$ cat src/rtl/pe_serial_mc_if.sv
// Operand, weight-write and result handshake bundle for pe_serial_mc.
// The master side drives operands and weights; the PE is the slave.
interface pe_serial_mc_if #(
  parameter int IWIDTH = 8,
  parameter int OWIDTH = 24,
  parameter int NCH    = 4
);
  localparam int CW = (NCH > 1) ? $clog2(NCH) : 1;

  logic              w_we;
  logic [CW-1:0]     w_ch;
  logic [IWIDTH-1:0] w_data;
  logic              in_valid;
  logic              in_ready;
  logic [CW-1:0]     in_ch;
  logic              sgn;
  logic              first;
  logic              last;
  logic [IWIDTH-1:0] ifm;
  logic [OWIDTH-1:0] sum_in;
  logic [IWIDTH-1:0] ifm_d;
  logic              ifm_valid_d;
  logic              out_valid;
  logic              out_ready;
  logic [OWIDTH-1:0] ofm;
  logic              sat_flag;

  modport master (
    output w_we, w_ch, w_data,
    output in_valid, in_ch, sgn, first, last, ifm, sum_in,
    output out_ready,
    input  in_ready, ifm_d, ifm_valid_d, out_valid, ofm, sat_flag
  );

  modport slave (
    input  w_we, w_ch, w_data,
    input  in_valid, in_ch, sgn, first, last, ifm, sum_in,
    input  out_ready,
    output in_ready, ifm_d, ifm_valid_d, out_valid, ofm, sat_flag
  );
endinterface

$ cat src/rtl/pe_serial_mc.sv
// Bit-serial multiply-accumulate PE with a small per-channel weight store.
// One ifm bit per cycle builds the product, then one cycle accumulates it.
module pe_serial_mc #(
  parameter int IWIDTH = 8,
  parameter int OWIDTH = 24,
  parameter int NCH    = 4,
  parameter int SAT    = 0
) (
  input logic           clk,
  input logic           rst,
  pe_serial_mc_if.slave bus
);
  localparam int CW = (NCH > 1) ? $clog2(NCH) : 1;
  localparam int KW = (IWIDTH > 1) ? $clog2(IWIDTH) : 1;
  localparam int PW = 2 * IWIDTH;
  localparam int XW = OWIDTH + 2;

  typedef enum logic [1:0] {IDLE, MUL, ACC, OUT} state_t;

  state_t            state_q, state_d;
  logic [IWIDTH-1:0] w_q [NCH];
  logic [IWIDTH-1:0] w_d [NCH];
  logic [IWIDTH-1:0] x_q, x_d;
  logic [IWIDTH-1:0] wt_q, wt_d;
  logic              sgn_q, sgn_d;
  logic              first_q, first_d;
  logic              last_q, last_d;
  logic [KW-1:0]     k_q, k_d;
  logic [PW-1:0]     prod_q, prod_d;
  logic [OWIDTH-1:0] acc_q, acc_d;
  logic [OWIDTH-1:0] ofm_q, ofm_d;
  logic [IWIDTH-1:0] fwd_q, fwd_d;
  logic              fwd_v_q, fwd_v_d;
  logic              ov_q, ov_d;
  logic              sat_q, sat_d;

  logic [PW-1:0]     wext;
  logic [XW-1:0]     pext;
  logic [XW-1:0]     base;
  logic [XW-1:0]     sum;
  logic [2:0]        top;
  logic              ovf;
  logic [OWIDTH-1:0] clamp;

  always_comb begin
    wext  = sgn_q ? {{IWIDTH{wt_q[IWIDTH-1]}}, wt_q}
                  : {{IWIDTH{1'b0}}, wt_q};
    pext  = sgn_q ? {{(XW-PW){prod_q[PW-1]}}, prod_q}
                  : {{(XW-PW){1'b0}}, prod_q};
    base  = first_q ? {{2{bus.sum_in[OWIDTH-1]}}, bus.sum_in}
                    : {{2{acc_q[OWIDTH-1]}}, acc_q};
    sum   = base + pext;
    // Result fits iff the two guard bits match the OWIDTH sign bit.
    top   = sum[XW-1:OWIDTH-1];
    ovf   = !((&top) || !(|top));
    clamp = sum[XW-1] ? {1'b1, {(OWIDTH-1){1'b0}}}
                      : {1'b0, {(OWIDTH-1){1'b1}}};
  end

  always_comb begin
    state_d = state_q;
    w_d     = w_q;
    x_d     = x_q;
    wt_d    = wt_q;
    sgn_d   = sgn_q;
    first_d = first_q;
    last_d  = last_q;
    k_d     = k_q;
    prod_d  = prod_q;
    acc_d   = acc_q;
    ofm_d   = ofm_q;
    fwd_d   = fwd_q;
    fwd_v_d = 1'b0;
    ov_d    = ov_q;
    sat_d   = sat_q;

    if (bus.w_we && (32'(bus.w_ch) < NCH))
      w_d[bus.w_ch] = bus.w_data;

    unique case (state_q)
      IDLE: begin
        if (bus.in_valid) begin
          x_d     = bus.ifm;
          sgn_d   = bus.sgn;
          first_d = bus.first;
          last_d  = bus.last;
          // Reads the pre-write value when a write hits the same channel.
          wt_d    = (32'(bus.in_ch) < NCH) ? w_q[bus.in_ch] : '0;
          k_d     = '0;
          prod_d  = '0;
          state_d = MUL;
        end
      end
      MUL: begin
        if (k_q == '0) begin
          fwd_d   = x_q;
          fwd_v_d = 1'b1;
        end
        if (x_q[k_q]) begin
          if (sgn_q && (k_q == KW'(IWIDTH - 1)))
            prod_d = prod_q - (wext << k_q);
          else
            prod_d = prod_q + (wext << k_q);
        end
        k_d = k_q + 1'b1;
        if (k_q == KW'(IWIDTH - 1))
          state_d = ACC;
      end
      ACC: begin
        if ((SAT != 0) && ovf) begin
          acc_d = clamp;
          sat_d = 1'b1;
        end else begin
          acc_d = sum[OWIDTH-1:0];
          if (first_q)
            sat_d = 1'b0;
        end
        if (last_q) begin
          ofm_d   = acc_d;
          ov_d    = 1'b1;
          state_d = OUT;
        end else begin
          state_d = IDLE;
        end
      end
      OUT: begin
        if (bus.out_ready) begin
          ov_d    = 1'b0;
          state_d = IDLE;
        end
      end
      default: state_d = IDLE;
    endcase
  end

  always_ff @(posedge clk or posedge rst) begin
    if (rst) begin
      state_q <= IDLE;
      for (int i = 0; i < NCH; i++)
        w_q[i] <= '0;
      x_q     <= '0;
      wt_q    <= '0;
      sgn_q   <= 1'b0;
      first_q <= 1'b0;
      last_q  <= 1'b0;
      k_q     <= '0;
      prod_q  <= '0;
      acc_q   <= '0;
      ofm_q   <= '0;
      fwd_q   <= '0;
      fwd_v_q <= 1'b0;
      ov_q    <= 1'b0;
      sat_q   <= 1'b0;
    end else begin
      state_q <= state_d;
      w_q     <= w_d;
      x_q     <= x_d;
      wt_q    <= wt_d;
      sgn_q   <= sgn_d;
      first_q <= first_d;
      last_q  <= last_d;
      k_q     <= k_d;
      prod_q  <= prod_d;
      acc_q   <= acc_d;
      ofm_q   <= ofm_d;
      fwd_q   <= fwd_d;
      fwd_v_q <= fwd_v_d;
      ov_q    <= ov_d;
      sat_q   <= sat_d;
    end
  end

  assign bus.in_ready    = (state_q == IDLE);
  assign bus.ifm_d       = fwd_q;
  assign bus.ifm_valid_d = fwd_v_q;
  assign bus.out_valid   = ov_q;
  assign bus.ofm         = ofm_q;
  assign bus.sat_flag    = sat_q;
endmodule

$ cat src/flat_wrapper.sv
// flat-port wrapper written by rule: the top's interface ports become plain ports
module pe_serial_mc_flat 
#(
  parameter int IWIDTH = 8,
  parameter int OWIDTH = 24,
  parameter int NCH    = 4,
  parameter int SAT    = 0
)
  (clk, rst, bus_w_we, bus_w_ch, bus_w_data, bus_in_valid, bus_in_ch, bus_sgn, bus_first, bus_last, bus_ifm, bus_sum_in, bus_out_ready, bus_in_ready, bus_ifm_d, bus_ifm_valid_d, bus_out_valid, bus_ofm, bus_sat_flag);
  pe_serial_mc_if #(.IWIDTH(IWIDTH), .OWIDTH(OWIDTH), .NCH(NCH)) bus_i ();
  input logic clk;
  input logic rst;
  input wire logic [$bits(bus_i.w_we)-1:0] bus_w_we;
  input wire logic [$bits(bus_i.w_ch)-1:0] bus_w_ch;
  input wire logic [$bits(bus_i.w_data)-1:0] bus_w_data;
  input wire logic [$bits(bus_i.in_valid)-1:0] bus_in_valid;
  input wire logic [$bits(bus_i.in_ch)-1:0] bus_in_ch;
  input wire logic [$bits(bus_i.sgn)-1:0] bus_sgn;
  input wire logic [$bits(bus_i.first)-1:0] bus_first;
  input wire logic [$bits(bus_i.last)-1:0] bus_last;
  input wire logic [$bits(bus_i.ifm)-1:0] bus_ifm;
  input wire logic [$bits(bus_i.sum_in)-1:0] bus_sum_in;
  input wire logic [$bits(bus_i.out_ready)-1:0] bus_out_ready;
  output wire logic [$bits(bus_i.in_ready)-1:0] bus_in_ready;
  output wire logic [$bits(bus_i.ifm_d)-1:0] bus_ifm_d;
  output wire logic [$bits(bus_i.ifm_valid_d)-1:0] bus_ifm_valid_d;
  output wire logic [$bits(bus_i.out_valid)-1:0] bus_out_valid;
  output wire logic [$bits(bus_i.ofm)-1:0] bus_ofm;
  output wire logic [$bits(bus_i.sat_flag)-1:0] bus_sat_flag;
  assign bus_i.w_we = bus_w_we;
  assign bus_i.w_ch = bus_w_ch;
  assign bus_i.w_data = bus_w_data;
  assign bus_i.in_valid = bus_in_valid;
  assign bus_i.in_ch = bus_in_ch;
  assign bus_i.sgn = bus_sgn;
  assign bus_i.first = bus_first;
  assign bus_i.last = bus_last;
  assign bus_i.ifm = bus_ifm;
  assign bus_i.sum_in = bus_sum_in;
  assign bus_i.out_ready = bus_out_ready;
  assign bus_in_ready = bus_i.in_ready;
  assign bus_ifm_d = bus_i.ifm_d;
  assign bus_ifm_valid_d = bus_i.ifm_valid_d;
  assign bus_out_valid = bus_i.out_valid;
  assign bus_ofm = bus_i.ofm;
  assign bus_sat_flag = bus_i.sat_flag;
  pe_serial_mc #(.IWIDTH(IWIDTH), .OWIDTH(OWIDTH), .NCH(NCH), .SAT(SAT)) u_core (.clk(clk), .rst(rst), .bus(bus_i));
endmodule
$ cat config.mk
export PLATFORM = sky130hd
export DESIGN_NAME = pe_serial_mc_flat
export DESIGN_NICKNAME = d
export VERILOG_FILES = /design/src/rtl/pe_serial_mc_if.sv /design/src/rtl/pe_serial_mc.sv /design/src/flat_wrapper.sv
export SDC_FILE = /design/constraint.sdc
export NUM_CORES = 1
export LEC_CHECK = 0
export ABC_AREA = 0
export BUFFER_PORTS_ARGS = -buffer_cell sky130_fd_sc_hd__buf_4
export CORE_MARGIN = 2
export CORE_UTILIZATION = 49
export DETAILED_ROUTE_END_ITERATION = 12
export GPL_TIMING_DRIVEN = 0
export PLACE_DENSITY = 0.71
export SLEW_MARGIN = 20
export SYNTH_ARGS = -nofsm -noshare
export SYNTH_HDL_FRONTEND = slang
export SYNTH_SLANG_ARGS = --single-unit
$ cat constraint.sdc
create_clock -name clk -period 4.1 [get_ports clk]
set_input_delay 0.41 -clock clk [delete_from_list [all_inputs] [get_ports clk]]
set_output_delay 0.41 -clock clk [all_outputs]
set_load 0.02 [all_outputs]
# ---- Word level (Yosys, flattened, before mapping)
# Cells that the tools add are included.
dict set report word_totals {
  word_cells 77
  inputBits 52
  register_bits 130
  output_inout_bits 36
}
dict set report op_classes {
  reduce_logical 13
  mux 27
  n_bitwise 2
  n_shift 1
  n_eq_ne 9
  add_sub_neg 4
  magnitude_cmp 4
}
# operator n
set op_table {}
lappend op_table {{2-to-1 mux 16 bit} 4}
lappend op_table {{2-to-1 mux 24 bit} 2}
lappend op_table {{bitwise mux 32 bit} 1}
lappend op_table {{case mux 16 bit (2 select lines)} 1}
lappend op_table {{adder 24 bit} 1}
lappend op_table {{2-to-1 mux 8 bit} 3}
lappend op_table {{adder 16 bit} 1}
lappend op_table {{binary-select mux 8 bit (select 2 bit)} 1}
lappend op_table {{demux 8 bit (select 2 bit)} 1}
lappend op_table {{<< shifter 16 x 3 -> 16 bit} 1}
lappend op_table {{subtractor 16 bit} 1}
lappend op_table {{AND reduction 3 bit} 3}
lappend op_table {{2-to-1 mux 2 bit} 4}
lappend op_table {{case mux 2 bit (4 select lines)} 1}
lappend op_table {{AND reduction 2 bit} 4}
lappend op_table {{greater-or-equal comparator 3 bit (second input constant)} 2}
lappend op_table {{inequality test 2 x 1 -> 1 bit (second input constant)} 3}
lappend op_table {{inverter 2 -> 3 bit} 2}
lappend op_table {{case mux 3 bit (2 select lines)} 1}
lappend op_table {{2-to-1 mux 1 bit} 5}
lappend op_table {{== test 2 bit (second input constant)} 2}
lappend op_table {{less-than comparator 3 x 4 -> 1 bit (second input constant)} 1}
lappend op_table {{inequality test 2 bit (second input constant)} 2}
lappend op_table {{nonzero test 2 bit} 2}
lappend op_table {{other kinds (10)} 11}

# ---- Depth between registers and ports, before layout
# Gate-level depths: netlist (run 1).
dict set report depth {
  ltp_word 6
  ltp_mapped 18
  mapped_depth_nobuf 16
}

# ---- Worst setup path before layout (run 1)
# Ideal clock, no wire load.
dict set report synth_timing {
  kind {reg2reg}
  startpoint {register u_core.k_q[1]}
  endpoint {register u_core.prod_q[15]}
  setup_time_ns 0.079
  arrival_ns 3.572
  n_path_buf 3
  path_slack_ns 0.449
  synth_period_minus_slack_ns 3.651
  stages_incl_launch_ff 19
  required_ns 4.021
  cell_sequence {dfrtp_1 buf_6 buf_6 buf_2 nor3_1 inv_1 ha_1 nand2_1 o21ai_0 inv_1 ha_1 nor2b_1 o31a_1 o41ai_1 o211ai_1 a41o_1 a31oi_1 mux2i_1 mux2i_1}
}
dict set report synth_between {
  elab_chain_len 5
  word_cells_on_any_way 12
  cone_classes {add/sub: 2; eq/ne: 2; shift: 1; mux: 5; reduce/logical: 2}
}
# element line
set synth_lines {}
lappend synth_lines {{from (decl)} pe_serial_mc.sv:28} ;# logic [KW-1:0] k_q, k_d;
lappend synth_lines {{from (signal assigned)} pe_serial_mc.sv:162} ;# k_q <= k_d;
lappend synth_lines {{<< shifter 16 x 3 -> 16 bit / == test 3 bit (equally long branches)} {pe_serial_mc.sv:101, pe_serial_mc.sv:103, pe_serial_mc.sv:100}}
lappend synth_lines {{adder 16 bit, or another cell as far along} pe_serial_mc.sv:103} ;# prod_d = prod_q + (wext << k_q);
lappend synth_lines {{2-to-1 mux 16 bit} pe_serial_mc.sv:100} ;# if (sgn_q && (k_q == KW'(IWIDTH - 1)))
lappend synth_lines {{2-to-1 mux 16 bit} pe_serial_mc.sv:99} ;# if (x_q[k_q]) begin
lappend synth_lines {{case mux 16 bit (2 select lines)} pe_serial_mc.sv:80} ;# unique case (state_q)
lappend synth_lines {{to (signal assigned)} pe_serial_mc.sv:163} ;# prod_q <= prod_d;
lappend synth_lines {{to (decl)} pe_serial_mc.sv:29} ;# logic [PW-1:0] prod_q, prod_d;
# Several ways; a longest one is shown, not always the timed one. The select of a mux whose other input is x is not followed.
# A chain may end at the register's enable or synchronous reset.

# ---- Worst setup path in the final report (run 1)
dict set report layout_timing {
  startpoint {register u_core.first_q}
  endpoint {register u_core.ofm_q[22] (netlist: u_core.bus.ofm[22])}
}
dict set report layout_between {
  elab_chain_len 2
}
# element line
set layout_lines {}
lappend layout_lines {{from (decl)} pe_serial_mc.sv:26} ;# logic first_q, first_d;
lappend layout_lines {{from (signal assigned)} pe_serial_mc.sv:160} ;# first_q <= first_d;
lappend layout_lines {{2-to-1 mux 24 bit} pe_serial_mc.sv:50} ;# base = first_q ? {{2{bus.sum_in[OWIDTH-1]}}, bus.sum_in}
lappend layout_lines {{adder 24 bit} pe_serial_mc.sv:52} ;# sum = base + pext;
lappend layout_lines {{to (signal assigned)} pe_serial_mc.sv:165} ;# ofm_q <= ofm_d;
lappend layout_lines {{to (decl)} pe_serial_mc.sv:31} ;# logic [OWIDTH-1:0] ofm_q, ofm_d;
# No other way between the ends.

==> summary.md, run 1 <==
| Metric | Value |
|---|---|
| Number of top-level design ports | 88 |
| Height of the die | 132 um |
| Dominant cells by area after synthesis | dfrtp_1 40%, mux2_2 12%, ha_1 6.5%, o21ai_0 5.0%, mux4_2 3.9% |
| Share of the clock period used by the worst path | 0.926 |
| Filler cells | between 1000 and 1500 |
| GRT Residual Overflow | 0 |
| Post-synthesis cell count | about 800 |
| Area enclosed by the die boundary | 0.0174 mm^2 |
| DP Cell Count | around 1100 |
| # setup viols final | 0 |
| CP startpoint kind | flop |
| Count of nets left with antenna violations after detail routing | 0 |
| Wire length of the first global-routing pass | approximately 30 mm |
| Post-layout util | 0.602 |
| Clk Latency, worst-skew pair | 0.42 ns |
| Die width | between 100 and 150 um |
| NumNets Final | 983 |
| Share of flip-flops with an asynchronous set or reset after synthesis | 1.00 |
| Ratio of routed vias to standard cells | 5.54 |
| Net count after synthesis | slightly below 900 |
| Vias in the first global route | 6201 |
| Final Worst Setup Slack | 0.303 ns |
| Reported max-cap violation count | 0 |
| DR pass1 iterations | 5 |
| Distinct cell type count after synthesis | 62 |
| Initial Util | 0.504 |
| Worst-case hold slack | 0.00520 ns |
| Fraction of post-synthesis cell area in the top cell type by area | 0.405 |
| Post-detailed-route DRC marker count | 0 |
| Worst Path Class, Setup | reg -> reg |
| Yosys warns | 0 |
| Count of flip-flops with a built-in enable after synthesis | 0 |
| Endpoint type of the worst setup path | flop |
| Clock tree from TritonCTS | built |
| Number of input and output port buffers inserted | 84 |
| Hold WC Path Type | in -> async |
| Sinks on the clock net | 130 |
| Total track usage | 0.214 |
| Clock transition at the register clock pins on the worst setup and hold paths after CTS | about 0.060 ns |
| Weighted congestion at the end of routability-driven global placement | around 0.86 |
| Result of the run | finished clean |
| Antenna violations before repair | 0 |
| Clock tree buffer depth | 2 |
| Core Box Area | 0.0159 mm^2 |
| P&R area growth vs syn | 19.5% |
| Period minus WS final | 3.80 ns |
| Std-Cell Rows | 46 |
| Pin count of the biggest net entering global routing | 69 |
| H-tree depth | 4 |
| Total count of max-transition violations in the final report | 0 |
| Detailed placer's ending HPWL | 13.2 mm |
| TritonCTS buffer count | 17 |
| Post-synthesis instance area | 0.00804 mm^2 |
| Max_slew headroom | 0.509 |
| Via total after detailed routing | 6169 |
| Post-place setup slack | -0.0490 ns |
| Cell type with the highest aggregate area in the netlist | dfrtp_1 |
| Ant. Diodes | 0 |
| Library cell used as clock root buffer | clkbuf_16 |
| Most used DFF post-synth | dfrtp_1 |
| Setup repair after global routing missed its margin | yes |
| Flops & latches, synth | 130 |
| Post-route clock skew | 0.00817 ns |
| Sequential fraction of the synthesis area | 0.405 |
| Avg Cell Area, Syn | 10.2 um^2 |
| Ratio of cells with drive above 1 in the final layout | 0.272 |
| Data required, critical path | 4.46 ns |
| Critical path fanouts, max | 10 |
| Cell Count, Final, Fillers Out | 1114 |
| Total routed wirelength | 17.9 mm |
| Maximum clock rate | 263 MHz |
| Number of DRC violations after detailed-routing iteration 0 | 357 |
| Number of failing hold endpoints at the final stage | 0 |
| Worst slew pin tran | 0.736 ns |
| Data arrival, critical path | 4.16 ns |
| Routed WL per cell | 16.1 um |
[critical path, stage by stage, from the launching register on]
cell and delay, ns:
dfrtp_1 0.54, buf_2 0.37, mux2_2 0.38, ha_1 0.21
inv_1 0.07, fa_1 0.21, nor2b_1 0.06, o21ai_0 0.25
a21oi_1 0.16, o211a_1 0.33, o21ai_0 0.33, a21oi_1 0.19
or4_1 0.54, nand3_1 0.10
[final timing paths]
check | start | end | slack (ns) | cells after the start
worst min-delay path | rst | u_core.bus.ifm_d[1] | 0.005 | 2
worst min register to register | u_core.acc_q[16] | u_core.acc_q[16] | 0.47 | 2
worst max register to register | u_core.first_q | u_core.bus.ofm[22] | 0.30 | 13
worst max-delay path | u_core.first_q | u_core.bus.ofm[22] | 0.30 | 13
max in group asynchronous | rst | u_core.prod_q[15] | 3.40 | 3
min in group clk | bus_ifm[2] | u_core.x_q[2] | 0.22 | 2
[registers in the layout, summed over array words and instances (netlist names)]
| signal | cells |
|---|---|
| u_core.acc_q | 24 |
| u_core.bus.ifm_d | 8 |
| u_core.bus.ifm_valid_d | 1 |
| u_core.bus.ofm | 24 |
| u_core.bus.out_valid | 1 |
| u_core.first_q | 1 |
| u_core.k_q | 3 |
| u_core.last_q | 1 |
| u_core.prod_q | 16 |
| u_core.sgn_q | 1 |
| u_core.state_q | 2 |
| u_core.w_q | 32 |
| u_core.wt_q | 8 |
| u_core.x_q | 8 |
[kinds of logic (layout without fill, tap and decap cells)]
family                   after synthesis  count (layout)  synth area share
AND/OR/NAND/NOR                      214             214             0.129
XOR/XNOR                              39              39            0.0425
flip-flops                           130             130             0.405
adder cells (fa/ha/maj)               44              44            0.0704
AO/OA/AOI/OAI                        182             182             0.140
multiplexers                         115             115             0.181
buffers and inverters                 59             173            0.0315
other                                  1               1          0.000467
[placed cells by master (no fill, tap or decap), drive strengths merged, types with 4 or more instances in the layout]
cell type and instances:
nand2b 14, xnor2 19, nor3b 7, nand2 84, nor3 12, clkbuf 47, xor2 20, a21o 12
nor2 27, buf 95, mux4 15, dfrtp 130, o21a 5, ha 42, a211oi 7, and3 8
o31ai 9, a31oi 4, a21oi 32, nand4 4, or4 5, clkinv 4, mux2 87, mux2i 13
nand3 28, or2 6, inv 21, nor2b 7, o21ai 83
[cell usage after synthesis (3+ instances only)]
cell type / n
a211oi_1: 7
a21boi_0: 3
a21o_1: 12
a21oi_1: 30
a31oi_1: 4
a41oi_1: 3
and3_1: 8
buf_1: 3
buf_2: 4
buf_6: 3
clkbuf_1: 26
dfrtp_1: 130
ha_1: 42
inv_1: 21
mux2_2: 86
mux2i_1: 13
mux4_2: 14
nand2_1: 84
nand2b_1: 14
nand3_1: 28
nand3b_1: 3
nand4_1: 4
nor2_1: 27
nor2b_1: 7
nor3_1: 12
nor3b_1: 7
o211ai_1: 3
o21a_1: 4
o21ai_0: 81
o31a_1: 3
o31ai_1: 9
o41ai_1: 3
or2_2: 6
or4_1: 5
xnor2_1: 19
xor2_1: 20
[metrics by stage]
step	area, um^2	setup TNS (ns)
2_1_floorplan	8040	0
3_3_place_gp	8940	-169.52
3_5_place_dp	8980	-0.112
4_1_cts	9590	0
5_1_grt	9610	-0.0620
6_report	9610	0
[cell type report]
cell class / instances / area (um^2) / area share
multi-input cells: 595 / 4560 / 0.475
plain buffers: 36 / 170 / 0.0177
flip-flops and latches: 130 / 3250 / 0.339
well taps: 216 / 270 / 0.0281
repair buffers: 85 / 658 / 0.0685
clock inverters: 9 / 131 / 0.0137
clock buffers: 21 / 470 / 0.0490
inverters: 22 / 90.1 / 0.00938
[metal layers]
metal	vias to the layer above	global-route usage	part of all wire
li1	3064	-	-
met1	2937	0.275	0.46
met2	143	0.366	0.49
met3	25	0.0434	0.042
met4	0	0.0646	0.014
met5	-	0	0
[timing repair]
| action | 4_1_cts | 5_1_grt |
|---|---|---|
| buffers inserted | 0 | 0 |
| setup endpoints to repair | 3 | 10 |
| gates resized for setup | 2 | 9 |
| hold buffers | 0 | 0 |
| pin swaps | 0 | 1 |
Power of run 1 is left out: the tool's default activity adds up to more than one toggle a clock period on the data nets, which glitch-free logic cannot reach.
==> inputs of run 2 (changes only) <==
--- a/config.mk
+++ b/config.mk
@@ -7,3 +7,3 @@
 export LEC_CHECK = 0
-export ABC_AREA = 0
+export ABC_AREA = 1
 export BUFFER_PORTS_ARGS = -buffer_cell sky130_fd_sc_hd__buf_4
--- a/constraint.sdc
+++ b/constraint.sdc
@@ -3,2 +3,2 @@
 set_output_delay 0.41 -clock clk [all_outputs]
-set_load 0.02 [all_outputs]
+set_load 0.01 [all_outputs]
==> summary.md, run 2 <==
| Metric | Value |
|---|---|
| Maximum clock rate | 268 MHz |
| Post-detailed-route DRC marker count | 0 |
| Setup repair after global routing missed its margin | no |
| Share of the clock period used by the worst path | 0.909 |
| GRT Residual Overflow | 0 |
| Total power divided by cell area | 944 mW/mm^2 |
| Data required, critical path | 4.41 ns |
| Ratio of routed vias to standard cells | 5.35 |
| # setup viols final | 0 |
| Flop2flop setup slack | 0.37 ns |
| Number of flip-flops in the largest register | 32 |
| Clock transition at the register clock pins on the worst setup and hold paths after CTS | 0.06 ns |
| Sinks on the clock net | 130 |
| Number of input and output port buffers inserted | 85 |
| Ranking of synthesized cells by instance count | 305 x nand2_1, 139 x o21ai_0, 130 x dfrtp_1 |
| Hold-fix buffers, CTS | 0 |
| CP startpoint kind | flop |
| Total routed wirelength | 21.4 mm |
| Worst setup path startpoint | u_core.first_q |
| Filler cells | between 1500 and 2000 |
| Worst Path Class, Setup | reg -> reg |
| Wire length of the first global-routing pass | 36.1 mm |
| Via total after detailed routing | ~7600 |
| Flops & latches, synth | 130 |
| P&R area growth vs syn | 18.8% |
| Number of failing hold endpoints at the final stage | 18 |
| Avg Cell Area, Syn | between 7 and 8 um^2 |
| Most frequent cells in the layout | 305 x nand2_1, 139 x o21ai_0, 130 x dfrtp_1 |
| Ant. Diodes | 0 |
| Area of combinational cells with multiple inputs | 0.00441 mm^2 |
| Data arrival, critical path | around 4.0 ns |
| Final Worst Setup Slack | around 0.37 ns |
| Result of the run | finished with violations |
| Core Box Area | 0.0165 mm^2 |
| Weighted congestion at the end of routability-driven global placement | roughly 0.94 |
| Postcts setup bufs | 0 |
| Period minus WS final | between 3 and 4 ns |
| Endpoint type of the worst setup path | flop |
| Peak per-stage delay on the critical path | 0.56 ns |
| CTS-repair resized insts | 0 |
| Seq. cell area | roughly 0.0033 mm^2 |
| Detailed placer's ending HPWL | roughly 16 mm |
| Routed WL per cell | 15.1 um |
| Hold WC Path Type | in -> async |
| Post-synthesis cell count | 1084 |
| Number of DRC violations after detailed-routing iteration 0 | roughly 500 |
| Number of buffers and inverters on the critical path | 3 |
| Area enclosed by the die boundary | ~0.018 mm^2 |
| Total track usage | 0.254 |
| Total count of max-transition violations in the final report | 0 |
| Reg with most FFs | u_core.w_q |
| Worst slew pin tran | 0.649 ns |
| Critical path fanouts, max | 10 |
| Count of flip-flops with a built-in enable after synthesis | 0 |
| Std-Cell Rows | 47 |
| H-tree depth | 4 |
| R2R Path Start | u_core.first_q |
| Standard cell area after detailed placement | 0.00920 mm^2 |
| Worst-case hold slack | -0.0214 ns |
| Violated checks | negative hold slack |
| Vias in the first global route | 7324 |
| Distinct cell type count after synthesis | 48 |
| Share of flip-flops with an asynchronous set or reset after synthesis | 1.00 |
| Reported max-cap violation count | 0 |
| Yosys warns | 0 |
| Clock tree from TritonCTS | built |
| Ratio of cells with drive above 1 in the final layout | 0.158 |
| Post-place setup slack | around 0.50 ns |
| Cell type with the highest aggregate area in the netlist | dfrtp_1 |
| Pin count of the biggest net entering global routing | 77 |
| Most used DFF post-synth | dfrtp_1 |
| Initial Util | 0.499 |
| Sequential fraction of the synthesis area | 0.394 |
| Count of nets left with antenna violations after detail routing | 0 |
| Number of top-level design ports | 88 |
| NumNets Final | approximately 1300 |
| Critical register-to-register path endpoint | u_core.bus.ofm[10] |
| Leakage power summed over all cells | 5.02 nW |
| Die width | 134 um |
| Library cell used as clock root buffer | clkbuf_16 |
| Cells along the critical path | clkbuf_1 > clkbuf_1 > nand2_1 > o21ai_0 > ha_1 > inv_1 > fa_1 > o21ai_2 > a21boi_2 > o21ai_0 > a21oi_1 > or2_1 > nand3_1 > nand2_1 |
| Overall power of the completed layout | between 0.009 and 0.01 W |
| Dominant cells by area after synthesis | dfrtp_1 39%, nand2_1 14%, o21ai_0 8.4%, ha_1 6.4%, inv_1 4.8% |
| Max_slew headroom | 0.568 |
| Cell with the most instances after synthesis | nand2_1 |
| Final instance area | 0.00980 mm^2 |
| Post-synthesis instance area | 0.00825 mm^2 |
| Net count after synthesis | ~1200 |
| Antenna violations before repair | 0 |
| Largest vdd supply drop | 0.422 mV |
| Post-layout util | 0.593 |
| Fraction of post-synthesis cell area in the top cell type by area | 0.394 |
| Delay-heaviest family, CP | compound AO/OA/AOI/OAI gates |
| Clk Latency, worst-skew pair | 0.43 ns |
| Post-route clock skew | 0.00693 ns |
| TritonCTS buffer count | 17 |
| Most common cell after layout, fill and taps aside | nand2_1 |
| Worst-case reg-to-reg path depth | 14 |
| Total negative slack | 0 ns |
| Max stage delay cell, worst path | clkbuf_1 |
| DR pass1 iterations | 5 |
| Clock tree buffer depth | 2 |
| Height of the die | 134 um |
run 2: through the flow:
stage	hold slack, ns	instances
floorplan	0.442	1084
detailed placement	0.450	1390
finish	-0.0214	1420
global route	0.00496	1420
global placement	0.461	1389
CTS	0.00461	1420
run 2: how the worst max path moves through the flow:
| stage | endpoint | slack (ns) | cells past startpoint |
|---|---|---|---|
| 2_1_floorplan | u_core.acc_q[0] | 0.22 | 1 |
| 3_3_place_gp | u_core.prod_q[7] | -1.31 | 2 |
| 3_5_place_dp | u_core.bus.ofm[10] | 0.50 | 14 |
| 4_1_cts | u_core.bus.ofm[10] | 0.47 | 14 |
| 5_1_grt | u_core.bus.ofm[10] | 0.13 | 14 |
| 6_report | u_core.bus.ofm[10] | 0.37 | 14 |
run 2: report_power, final:
part	switching (W)	internal [W]	leakage (nW)
Combinational	0.00346	0.00208	3.11
Clock	0.000575	0.000995	0.287
Sequential	0.000343	0.00180	1.62
run 2: final cells by class:
| type | count | share of cell area |
|---|---|---|
| Clock buffer | 21 | 0.0480 |
| Sequential cell | 130 | 0.332 |
| Multi-Input combinational cell | 810 | 0.450 |
| Inverter | 110 | 0.0432 |
| Timing Repair Buffer | 86 | 0.0679 |
| Buffer | 34 | 0.0175 |
| Clock inverter | 9 | 0.0134 |
| Tap cell | 220 | 0.0281 |
run 2: layer usage:
layer  wire length, um  vias to the layer above  GRT usage
met5                 0                        -          0
met4               384                        0     0.0804
met3              1080                       32     0.0495
met2              9910                      197      0.404
met1             10000                     3566      0.350
li1                  -                     3797          -
run 2: cells by family after synthesis:
| family | count (synthesis) | synth area share |
|---|---|---|
| XOR/XNOR | 29 | 0.0308 |
| buffers and inverters | 144 | 0.0711 |
| other | 1 | 0.000455 |
| multiplexers | 13 | 0.0177 |
| flip-flops | 130 | 0.394 |
| adder cells (fa/ha/maj) | 44 | 0.0685 |
| AO/OA/AOI/OAI | 228 | 0.151 |
| AND/OR/NAND/NOR | 495 | 0.266 |
Note: power is estimated with default switching activity, not from simulation.
==> inputs of run 3 (changes only) <==
PLACE_DENSITY = 0.79   (was 0.71)
==> summary.md, run 3 (synthesis results as in run 2) <==
| Metric | Value |
|---|---|
| NumNets Final | 1286 |
| Setup repair after global routing missed its margin | no |
| Endpoint type of the worst setup path | flop |
| Count of nets left with antenna violations after detail routing | 0 |
| Worst-case reg-to-reg path depth | 14 |
| Number of failing hold endpoints at the final stage | 0 |
| Most frequent cells in the layout | 305 x nand2_1, 139 x o21ai_0, 130 x dfrtp_1 |
| Number of top-level design ports | 88 |
| Clock transition at the register clock pins on the worst setup and hold paths after CTS | 0.06 ns |
| Library cell used as clock root buffer | clkbuf_16 |
| Hold WC Path Type | in -> reg |
| Post-route clock skew | 0.00701 ns |
| Postcts setup bufs | 0 |
| Via total after detailed routing | 7680 |
| Logic pwr share | 0.607 |
| Post-place setup slack | between 0.6 and 0.7 ns |
| Switching part of the total | 0.482 |
| Leakage power summed over all cells | about 5 nW |
| Weighted congestion at the end of routability-driven global placement | 0.919 |
| Max stage delay cell, worst path | clkbuf_1 |
| CTS-repair resized insts | 0 |
| H-tree depth | 4 |
| Std-Cell Rows | 47 |
| Ratio of cells with drive above 1 in the final layout | 0.158 |
| Total track usage | 0.253 |
| Period minus WS final | 3.58 ns |
| Most common cell after layout, fill and taps aside | nand2_1 |
| Worst setup path startpoint | u_core.first_q |
| Maximum clock rate | 279 MHz |
| Detailed placer's ending HPWL | 16.4 mm |
| Max_slew headroom | 0.604 |
| Die width | 134 um |
| Number of input and output port buffers inserted | between 80 and 90 |
| Total routed wirelength | 22.1 mm |
| R2R Path Start | u_core.first_q |
| CP startpoint kind | flop |
| Flop2flop setup slack | 0.52 ns |
| Cells along the critical path | clkbuf_1 > clkbuf_1 > nand2_1 > o21ai_0 > ha_1 > inv_1 > fa_1 > o21ai_2 > a21boi_2 > o21ai_0 > a21oi_1 > or2_1 > nand3_1 > nand2_1 |
| Total negative slack | 0 ns |
| Peak per-stage delay on the critical path | 0.50 ns |
| Cell Count, Final, Fillers Out | between 1000 and 1500 |
| Critical path fanouts, max | 10 |
| Ratio of routed vias to standard cells | 5.40 |
| P&R area growth vs syn | 18.7% |
| Clock tree from TritonCTS | built |
| Area enclosed by the die boundary | 0.0179 mm^2 |
| Number of flip-flops in the largest register | 32 |
| Clk Latency, worst-skew pair | 0.42 ns |
| DP Cell Count | ~1400 |
| Final instance area | 0.00979 mm^2 |
| Wire length of the first global-routing pass | about 36 mm |
| # setup viols final | 0 |
| Data required, critical path | 4.40 ns |
| Sinks on the clock net | 130 |
| Total power divided by cell area | 951 mW/mm^2 |
| Worst slew pin tran | slightly below 0.6 ns |
| Post-detailed-route DRC marker count | 0 |
| Pin count of the biggest net entering global routing | 96 |
| Reg with most FFs | u_core.w_q |
| Reported max-cap violation count | 0 |
| Filler cells | roughly 1500 |
| Core Box Area | about 0.017 mm^2 |
| Data arrival, critical path | 3.88 ns |
| Clock share of power | 0.162 |
| Fraction of power consumed by sequential logic | 0.232 |
| Antenna violations before repair | 0 |
| DR pass1 iterations | 7 |
| Initial Util | 0.499 |
| Number of DRC violations after detailed-routing iteration 0 | 551 |
| Result of the run | finished clean |
| Ant. Diodes | 0 |
| Vias in the first global route | around 7500 |
| Standard cell area after detailed placement | 0.00920 mm^2 |
| Crit path to | u_core.bus.ofm[10] |
| Total count of max-transition violations in the final report | 0 |
| Worst Path Class, Setup | reg -> reg |
| Height of the die | between 100 and 150 um |
| Routed WL per cell | 15.5 um |
| Critical register-to-register path endpoint | u_core.bus.ofm[10] |
| Pint | 0.00483 W |
| Largest vdd supply drop | 0.425 mV |
| Hold-fix buffers, CTS | 1 |
| Post-layout util | 0.592 |
| Sw power | 0.00448 W |
| Final Worst Setup Slack | between 0.5 and 0.6 ns |
| Clock tree buffer depth | 2 |
| GRT Residual Overflow | 0 |
| Share of the clock period used by the worst path | 0.874 |
| TritonCTS buffer count | 17 |
run 3: cell types whose count changed in the layout (fill, tap and decap cells not counted), sizes merged:
cell,before,now
clkbuf,45,46
bufinv,3,2
dlygate4sd3,0,1
clkinv,3,4
run 3: worst min-delay path by stage:
stage                  startpoint                  to  slack [ns]  cells after the start
finish                 bus_ifm[1]       u_core.x_q[1]        0.20                      3
global route           bus_ifm[4]       u_core.x_q[4]        0.20                      3
CTS                    bus_ifm[7]       u_core.x_q[7]        0.19                      3
detailed placement            rst  u_core.bus.ofm[19]        0.39                      2
global placement    u_core.last_q       u_core.last_q        0.46                      2
floorplan           u_core.last_q       u_core.last_q        0.44                      2
run 3: final cells by class:
type                       instances  area, um^2  share of cell area
buffer                            34         171              0.0175
clock buffer                      22         474              0.0484
clock inverter                     9         106              0.0109
inverter                         110         423              0.0432
multi-input combinational        810        4410               0.451
sequential                       130        3250               0.332
tap                              220         275              0.0281
timing repair buffer              87         676              0.0690
run 3: power by group through the flow:
stage / clock network (W) / registers, W / logic (W)
after global placement: 0 / 0.00215 / 0.00537
after CTS: 0.00151 / 0.00215 / 0.00559
after floorplan: 0 / 0.00214 / 0.00406
final: 0.00150 / 0.00216 / 0.00565
after global routing: 0.00158 / 0.00221 / 0.00631
after detailed placement: 0 / 0.00217 / 0.00550
run 3: critical path, delay by kind of cell, from the launching register on:
family,cells,cell delay (ns)
compound gates,5,1.02
fa+ha+maj,2,0.63
buf+inv,3,0.96
flops,1,0.32
simple gates,4,0.55
run 3: per-stage QoR:
stage / power (W) / hold slack, ns
2_1_floorplan: 0.00620 / 0.442
3_3_place_gp: 0.00752 / 0.456
3_5_place_dp: 0.00766 / 0.390
4_1_cts: 0.00926 / 0.190
5_1_grt: 0.0101 / 0.204
6_report: 0.00931 / 0.199
run 3: per-layer routing:
metal | track usage | up-vias | part of all wire
li1 | - | 3794 | -
met1 | 0.329 | 3611 | 0.45
met2 | 0.421 | 235 | 0.47
met3 | 0.0472 | 40 | 0.058
met4 | 0.0957 | 0 | 0.024
met5 | 0 | - | 0
